--- config.mk ---
export PLATFORM = sky130hd
export DESIGN_NAME = mpc_reg_arbiter
export DESIGN_NICKNAME = d
export VERILOG_FILES = /design/src/rtl/mpc_reg_arbiter.sv
export SDC_FILE = /design/constraint.sdc
export NUM_CORES = 1
export LEC_CHECK = 0
export CAP_MARGIN = 20
export CORE_AREA = 2 2 128 130
export DETAILED_ROUTE_END_ITERATION = 7
export DIE_AREA = 0 0 130 132
export DONT_BUFFER_PORTS = 1
export GPL_ROUTABILITY_DRIVEN = 0
export PLACE_DENSITY = 0.42
export SLEW_MARGIN = 25
export SYNTH_ARGS = -nofsm -noshare
export SYNTH_HDL_FRONTEND = slang
export SYNTH_SLANG_ARGS = --single-unit
export TNS_END_PERCENT = 100
--- constraint.sdc ---
create_clock -name aclk -period 3.7 [get_ports aclk]
set_input_delay 0.74 -clock aclk [delete_from_list [all_inputs] [get_ports aclk]]
set_output_delay 0.74 -clock aclk [all_outputs]
set_load 0.005 [all_outputs]
--- src/rtl/mpc_reg_arbiter.sv ---
// AXI-lite to per-CAN-port register bank sequencer: one transaction in flight,
// read/write round-robin. Optional ack timeout under `MPC_REG_ARB_TIMEOUT_EN`.
module mpc_reg_arbiter #(
  parameter int unsigned PORT_NUM       = 4,
  parameter int unsigned REG_AW         = 8,
  parameter int unsigned TIMEOUT_CYCLES = 255
) (
  input  logic                    aclk,
  input  logic                    RST,
  input  logic                    s_awvalid,
  output logic                    s_awready,
  input  logic [31:0]             s_awaddr,
  input  logic                    s_wvalid,
  output logic                    s_wready,
  input  logic [31:0]             s_wdata,
  input  logic [3:0]              s_wstrb,
  output logic                    s_bvalid,
  input  logic                    s_bready,
  output logic [1:0]              s_bresp,
  input  logic                    s_arvalid,
  output logic                    s_arready,
  input  logic [31:0]             s_araddr,
  input  logic [3:0]              s_aruser,
  output logic                    s_rvalid,
  input  logic                    s_rready,
  output logic [31:0]             s_rdata,
  output logic [1:0]              s_rresp,
  output logic [PORT_NUM-1:0]     reg_sel,
  output logic                    reg_wr,
  output logic [REG_AW-1:0]       reg_addr,
  output logic [31:0]             reg_wdata,
  output logic [3:0]              reg_be,
  input  logic [32*PORT_NUM-1:0]  reg_rdata,
  input  logic [PORT_NUM-1:0]     reg_ack
);

  localparam int unsigned IDX_W = (PORT_NUM > 1) ? $clog2(PORT_NUM) : 1;
  localparam logic [1:0]  RESP_OKAY   = 2'b00;
  localparam logic [1:0]  RESP_SLVERR = 2'b10;
  localparam logic [1:0]  RESP_DECERR = 2'b11;

  if (PORT_NUM == 0 || PORT_NUM > 16 || TIMEOUT_CYCLES == 0 || TIMEOUT_CYCLES > 65535) begin : g_param_check
    $error("mpc_reg_arbiter: parameter out of range");
  end

  typedef enum logic [1:0] {S_IDLE, S_ISSUE, S_RESP} state_t;

  state_t                state_q, state_d;
  logic                  rr_last_q, rr_last_d;   // 1 = last grant was a write
  logic                  s_awready_q, s_awready_d;
  logic                  s_wready_q, s_wready_d;
  logic                  s_arready_q, s_arready_d;
  logic                  s_bvalid_q, s_bvalid_d;
  logic [1:0]            s_bresp_q, s_bresp_d;
  logic                  s_rvalid_q, s_rvalid_d;
  logic [31:0]           s_rdata_q, s_rdata_d;
  logic [1:0]            s_rresp_q, s_rresp_d;
  logic [PORT_NUM-1:0]   reg_sel_q, reg_sel_d;
  logic                  reg_wr_q, reg_wr_d;
  logic [REG_AW-1:0]     reg_addr_q, reg_addr_d;
  logic [31:0]           reg_wdata_q, reg_wdata_d;
  logic [3:0]            reg_be_q, reg_be_d;
  logic [IDX_W-1:0]      idx_q, idx_d;
`ifdef MPC_REG_ARB_TIMEOUT_EN
  logic [15:0]           cnt_q, cnt_d;
`endif

  logic [31:0]           gnt_addr;
  logic [IDX_W-1:0]      gnt_idx;
  logic                  gnt_unmapped;
  logic                  ack_hit;
  logic [31:0]           sel_rdata;

  // Read data mux for the bank currently being accessed
  always_comb begin
    sel_rdata = '0;
    for (int unsigned i = 0; i < PORT_NUM; i++) begin
      if (idx_q == IDX_W'(i)) sel_rdata = reg_rdata[32*i +: 32];
    end
  end

  always_comb begin
    state_d     = state_q;
    rr_last_d   = rr_last_q;
    s_awready_d = 1'b0;
    s_wready_d  = 1'b0;
    s_arready_d = 1'b0;
    s_bvalid_d  = s_bvalid_q;
    s_bresp_d   = s_bresp_q;
    s_rvalid_d  = s_rvalid_q;
    s_rdata_d   = s_rdata_q;
    s_rresp_d   = s_rresp_q;
    reg_sel_d   = reg_sel_q;
    reg_wr_d    = reg_wr_q;
    reg_addr_d  = reg_addr_q;
    reg_wdata_d = reg_wdata_q;
    reg_be_d    = reg_be_q;
    idx_d       = idx_q;
`ifdef MPC_REG_ARB_TIMEOUT_EN
    cnt_d       = cnt_q;
`endif
    // rr_last_q already reflects the direction of the transaction being granted
    gnt_addr     = rr_last_q ? s_awaddr : s_araddr;
    gnt_idx      = gnt_addr[REG_AW +: IDX_W];
    // Any address bit above the bank offset counts toward the port number
    gnt_unmapped = 32'(gnt_addr[31:REG_AW]) >= PORT_NUM;
    ack_hit      = |(reg_ack & reg_sel_q);

    unique case (state_q)
      S_IDLE: begin
        if (s_awready_q || s_arready_q) begin
          if (gnt_unmapped) begin
            state_d = S_RESP;
            if (rr_last_q) begin
              s_bvalid_d = 1'b1;
              s_bresp_d  = RESP_DECERR;
            end else begin
              s_rvalid_d = 1'b1;
              s_rresp_d  = RESP_DECERR;
              s_rdata_d  = '0;
            end
          end else begin
            state_d    = S_ISSUE;
            idx_d      = gnt_idx;
            reg_sel_d  = PORT_NUM'(1) << gnt_idx;
            reg_wr_d   = rr_last_q;
            reg_addr_d = gnt_addr[REG_AW-1:0];
            reg_be_d   = rr_last_q ? s_wstrb : s_aruser;
            if (rr_last_q) reg_wdata_d = s_wdata;
`ifdef MPC_REG_ARB_TIMEOUT_EN
            cnt_d      = '0;
`endif
          end
        end else if (s_awvalid && s_wvalid && (!s_arvalid || !rr_last_q)) begin
          s_awready_d = 1'b1;
          s_wready_d  = 1'b1;
          rr_last_d   = 1'b1;
        end else if (s_arvalid) begin
          s_arready_d = 1'b1;
          rr_last_d   = 1'b0;
        end
      end
      S_ISSUE: begin
        if (ack_hit) begin
          state_d   = S_RESP;
          reg_sel_d = '0;
          if (rr_last_q) begin
            s_bvalid_d = 1'b1;
            s_bresp_d  = RESP_OKAY;
          end else begin
            s_rvalid_d = 1'b1;
            s_rresp_d  = RESP_OKAY;
            s_rdata_d  = sel_rdata;
          end
        end
`ifdef MPC_REG_ARB_TIMEOUT_EN
        else if (cnt_q == 16'(TIMEOUT_CYCLES - 1)) begin
          state_d   = S_RESP;
          reg_sel_d = '0;
          if (rr_last_q) begin
            s_bvalid_d = 1'b1;
            s_bresp_d  = RESP_SLVERR;
          end else begin
            s_rvalid_d = 1'b1;
            s_rresp_d  = RESP_SLVERR;
            s_rdata_d  = '0;
          end
        end else begin
          cnt_d = cnt_q + 16'd1;
        end
`endif
      end
      S_RESP: begin
        if (s_bvalid_q && s_bready) begin
          s_bvalid_d = 1'b0;
          state_d    = S_IDLE;
        end
        if (s_rvalid_q && s_rready) begin
          s_rvalid_d = 1'b0;
          state_d    = S_IDLE;
        end
      end
      default: state_d = S_IDLE;
    endcase
  end

  always_ff @(posedge aclk or posedge RST) begin
    if (RST) begin
      state_q     <= S_IDLE;
      rr_last_q   <= 1'b0;
      s_awready_q <= 1'b0;
      s_wready_q  <= 1'b0;
      s_arready_q <= 1'b0;
      s_bvalid_q  <= 1'b0;
      s_bresp_q   <= '0;
      s_rvalid_q  <= 1'b0;
      s_rdata_q   <= '0;
      s_rresp_q   <= '0;
      reg_sel_q   <= '0;
      reg_wr_q    <= 1'b0;
      reg_addr_q  <= '0;
      reg_wdata_q <= '0;
      reg_be_q    <= '0;
      idx_q       <= '0;
`ifdef MPC_REG_ARB_TIMEOUT_EN
      cnt_q       <= '0;
`endif
    end else begin
      state_q     <= state_d;
      rr_last_q   <= rr_last_d;
      s_awready_q <= s_awready_d;
      s_wready_q  <= s_wready_d;
      s_arready_q <= s_arready_d;
      s_bvalid_q  <= s_bvalid_d;
      s_bresp_q   <= s_bresp_d;
      s_rvalid_q  <= s_rvalid_d;
      s_rdata_q   <= s_rdata_d;
      s_rresp_q   <= s_rresp_d;
      reg_sel_q   <= reg_sel_d;
      reg_wr_q    <= reg_wr_d;
      reg_addr_q  <= reg_addr_d;
      reg_wdata_q <= reg_wdata_d;
      reg_be_q    <= reg_be_d;
      idx_q       <= idx_d;
`ifdef MPC_REG_ARB_TIMEOUT_EN
      cnt_q       <= cnt_d;
`endif
    end
  end

  assign s_awready = s_awready_q;
  assign s_wready  = s_wready_q;
  assign s_arready = s_arready_q;
  assign s_bvalid  = s_bvalid_q;
  assign s_bresp   = s_bresp_q;
  assign s_rvalid  = s_rvalid_q;
  assign s_rdata   = s_rdata_q;
  assign s_rresp   = s_rresp_q;
  assign reg_sel   = reg_sel_q;
  assign reg_wr    = reg_wr_q;
  assign reg_addr  = reg_addr_q;
  assign reg_wdata = reg_wdata_q;
  assign reg_be    = reg_be_q;

endmodule

# Word level (Yosys, flattened, before mapping)
# Cells that the tools add are included.
# word_totals
register_bits	94
inputBits	243
output_inout_bits	90
wordCells	114
# classes
n_lt_le_gt_ge	1
eq_ne	16
n_shift	1
mux	55
bitwise	3
reduce_logical	23
# ops
op	n
32-bit 2-to-1 mux	10
32-bit case mux with 2 select lines	1
2-bit 2-to-1 mux	15
24-bit by 3-bit greater-or-equal comparator with 1-bit output (second input constant)	1
2-bit inequality test (second input constant)	10
1-bit 2-to-1 mux	19
4-bit 2-to-1 mux	4
6-bit AND reduction	2
5-bit AND reduction	2
3-bit AND reduction	3
2-bit case mux with 2 select lines	2
4-bit case mux with 2 select lines	1
4-bit AND reduction	2
2-bit equality test (second input constant)	3
1-bit case mux with 3 select lines	2
2-bit case mux with 3 select lines	1
4-bit AND	1
2-bit by 1-bit equality test with 1-bit output (second input constant)	2
1-bit logical AND	4
2-bit logical NOT	2
2-bit nonzero test	2
4-bit OR reduction	1
1-bit by 2-bit << shifter with 4-bit output (first input constant)	1
3-bit inequality test (second input constant)	1
other kinds (4)	7

# Logic depth before layout (Yosys ltp)
# logic_depth
ltp_word	8
ltp_mapped	7
mapped_depth_nobuf	5

# Worst setup path before layout
# Ideal clock, no wire load.
# synth_path
path_kind	input -> register
from	in s_awaddr[27]
to	reg reg_wdata_q[12], in the netlist reg_wdata[12]
setup_ns	0.128
t_arrival_ns	2.203
path_slack_ns	1.370
cell_stages	6
path_buffers	1
path_cell_list	nor4b_1 > nand4_1 > o22ai_4 > nand4b_4 > buf_6 > mux2_1
# synth_between
elab_chain_cells	4
# synth_lines
item	line	text
start, declared	12	input logic [31:0] s_awaddr,
32-bit 2-to-1 mux	103	gnt_addr = rr_last_q ? s_awaddr : s_araddr;
24-bit by 3-bit greater-or-equal comparator with 1-bit output	106	gnt_unmapped = 32'(gnt_addr[31:REG_AW]) >= PORT_NUM;
1-bit inverter (no source line)	n/a	
4-bit AND reduction (no source line)	n/a	
end signal, assigned	222	reg_wdata_q <= reg_wdata_d;
end, declared	61	logic [31:0] reg_wdata_q, reg_wdata_d;
# No other way between the ends.
# A chain may end at the register's enable or synchronous reset.

# Final worst setup path
# layout_path
from	reg rr_last_q
to	reg reg_wdata_q[22], in the netlist reg_wdata[22]
# layout_between
elab_chain_cells	4
# layout_lines
item	line	text
start, declared	49	logic rr_last_q, rr_last_d;
start signal, assigned	210	rr_last_q <= rr_last_d;
32-bit 2-to-1 mux	103	
24-bit by 3-bit greater-or-equal comparator with 1-bit output	106	
1-bit inverter (no source line)	n/a	
4-bit AND reduction (no source line) *	n/a	
# Mark *: on every way between the ends. The rest lies on a longest branch, timed or not.

==> out/qor.yml <==
slew-limit-headroom_pct: 36.8
routed_wl_um: 12300
drt_first_iter_violations: 143
synth-main-ff-cell: "dfrtp_1"
required_ps: 3930
hpwlAfterDp_um: 9490
hold_slack_ps: 322
layout_commonest_cell: "dfrtp_1"
layout.nets: 614
die_height_um: 132
power_density_nw_per_um2: 376
cts_buffers: 9
cp_slowest_cell: "dfrtp_1"
clk_pin_slew_ps: 70
max_freq_mhz: 385
num_antenna_cells: 0
cts_hold_buf: 0
multiInputGateArea_um2: 2160
cts_tree: "yes"
num_rows: 46
worstRegToRegCells: 6
yosys.area_share.simple_pct: 5.10
hold_violations: 0
seq_area_frac_synth_pct: 47.4
core-area_um2: 15700
ant_nets: 0
arrival_ps: 2820
drc: 0
crit_path_max_fanout: 33
num_vias: 3041
ir_drop_mv: 0.190
initial_core_util_pct: 30.9
synth_seq_cells: 92
clk_latency_ps: 350
fin_crit_ps: 2590
post_cts_resized: 0
holdCritPathClass: "primary input to async pin"
finalSetupViolCount: 0
grt_pass1_wl_um: 17900
synthToLayoutAreaGrowth_pct: 10.1
grt_max_degree: 46
drive_gt1_share_pct: 29.3
max_cap_violations: 0
clkSinkCount: 92
ctsLongestPathBuffers: 2
synth_edf_count: 0
synth_xor_xnor_area_share_pct: 0
yosys_warnings: 0
syn_inst: 380
synth_compound_area_share_pct: 8.70
first_pass_iters: 4
drt-wirelength-per-cell_um: 20.7
syn-cell-area_um2: 4860
crit_buf_inv: 1
cp_top_family: "flip-flops"
synth-async-reset-ratio_pct: 100
tightest_slew_ps: 945
syn-num-nets: 623
synth_top_family_by_area: "multiplexers"
worstSetupPathType: "register to register"
skew_ps: 12.2
grt_antenna_before_repair: 0
synth_area_leaders: "dfrtp_1 (47%), mux4_2 (15%), mux2_4 (8.0%)"
root_buffer: "clkbuf_16"
syn_avg_cell_area_um2: 12.8
setup_total_negative_slack_ps: 0
synth_cell_type_count: 39
die-area_um2: 17200
grt_setup_unrepaired: "false"
r2r-end: "reg_wdata[22]"
fin_util_pct: 34.1
fill_cells: 1546
grt_overflow: 0
synthAdderAreaFrac_pct: 0
r2r_start: "rr_last_q"
via_per_inst: 5.14
cp-end-kind: "register"
layout.area.seq_um2: 2310
status: "completed"
track_usage_pct: 13.9
crit_chain: "nor4b_1 -> nand4_1 -> o22ai_4 -> nand4b_4 -> buf_4 -> mux2_1"
p_leak_nw: 2.59
cpPeakStageDelay_ps: 720
die_width_um: 130
synth.area.mux_share_pct: 30.5
layout_common_cells: "dfrtp_1 (91), inv_1 (67), o22ai_1 (33)"
portBuffers: 0
synth_top_cell_area_share_pct: 47.4
postCtsSetupRepairBufs: 0
finalMaxSlewViolations: 0
rrSetupSlack_ps: 1110
first_global_vias: 3144
pin_count: 333
htree_num_levels: 3
yosys.area.top_type: "dfrtp_1"
fin_crit_sh_pct: 70.1
crit_path_start_kind: "register"
[kinds of logic after synthesis]
kind of cell / after synthesis
compound gates: 60
buf+inv: 95
flops: 92
mux: 91
simple gates: 42
[power breakdown]
group	switching, W	internal [W]
clock network	0.000409	0.000528
registers	0	0.00101
logic	0.0000338	0.0000389
total	0.000443	0.00157
[Yosys cell counts (4+ instances only)]
master	count
nand2_1	10
mux4_2	32
buf_2	8
a22oi_1	5
nor4_1	9
mux2_2	23
mux2_4	26
mux2_1	10
a21oi_1	4
o22ai_1	33
nor2_1	8
dfrtp_1	92
inv_1	68
clkbuf_1	11
buf_4	4
[metrics by stage]
stage          setup WS (ps)  total power (W)  instances  instance area [um^2]
2_1_floorplan            568          0.00109        380                  4860
3_3_place_gp            1110          0.00110        576                  5050
6_report                1110          0.00201        592                  5350
5_1_grt                  891          0.00210        592                  5350
3_5_place_dp            1040          0.00110        576                  5050
4_1_cts                 1040          0.00206        592                  5350
[metal layers]
layer  part of all wire, %  global-route usage [%]  routed length [um]
met1                    39                    16.1                4800
met5                     0                       0                   0
met4                   1.5                    5.38                 187
met2                    50                    23.6                6180
met3                   9.1                    4.50                1120
[state kept, by name (all words and copies together), names as in the netlist]
register   flops
reg_wdata     32
s_rdata       32
reg_addr       8
reg_be         4
reg_sel        4
idx_q          2
state_q        2
reg_wr         1
rr_last_q      1
s_arready      1
s_bresp        1
s_bvalid       1
s_rresp        1
s_rvalid       1
s_wready       1
[how the worst max path moves through the flow]
stage / to / cells after the start / from
detailed placement: reg_wdata[22] / 6 / s_awaddr[10]
global route: reg_wdata[22] / 6 / rr_last_q
global placement: reg_wdata[22] / 6 / s_awaddr[27]
floorplan: idx_q[0] / 1 / RST
CTS: reg_wdata[22] / 6 / rr_last_q
finish: reg_wdata[22] / 6 / rr_last_q
[cell type report]
class | count | area share [%]
Timing Repair Buffer | 7 | 0.982
Sequential cell | 92 | 43.1
Tap cell | 216 | 5.05
Clock buffer | 9 | 4.21
Clock inverter | 7 | 1.38
Multi-Input combinational cell | 193 | 40.5
Inverter | 68 | 4.82
No activity file was read; power rests on OpenSTA's default activity.
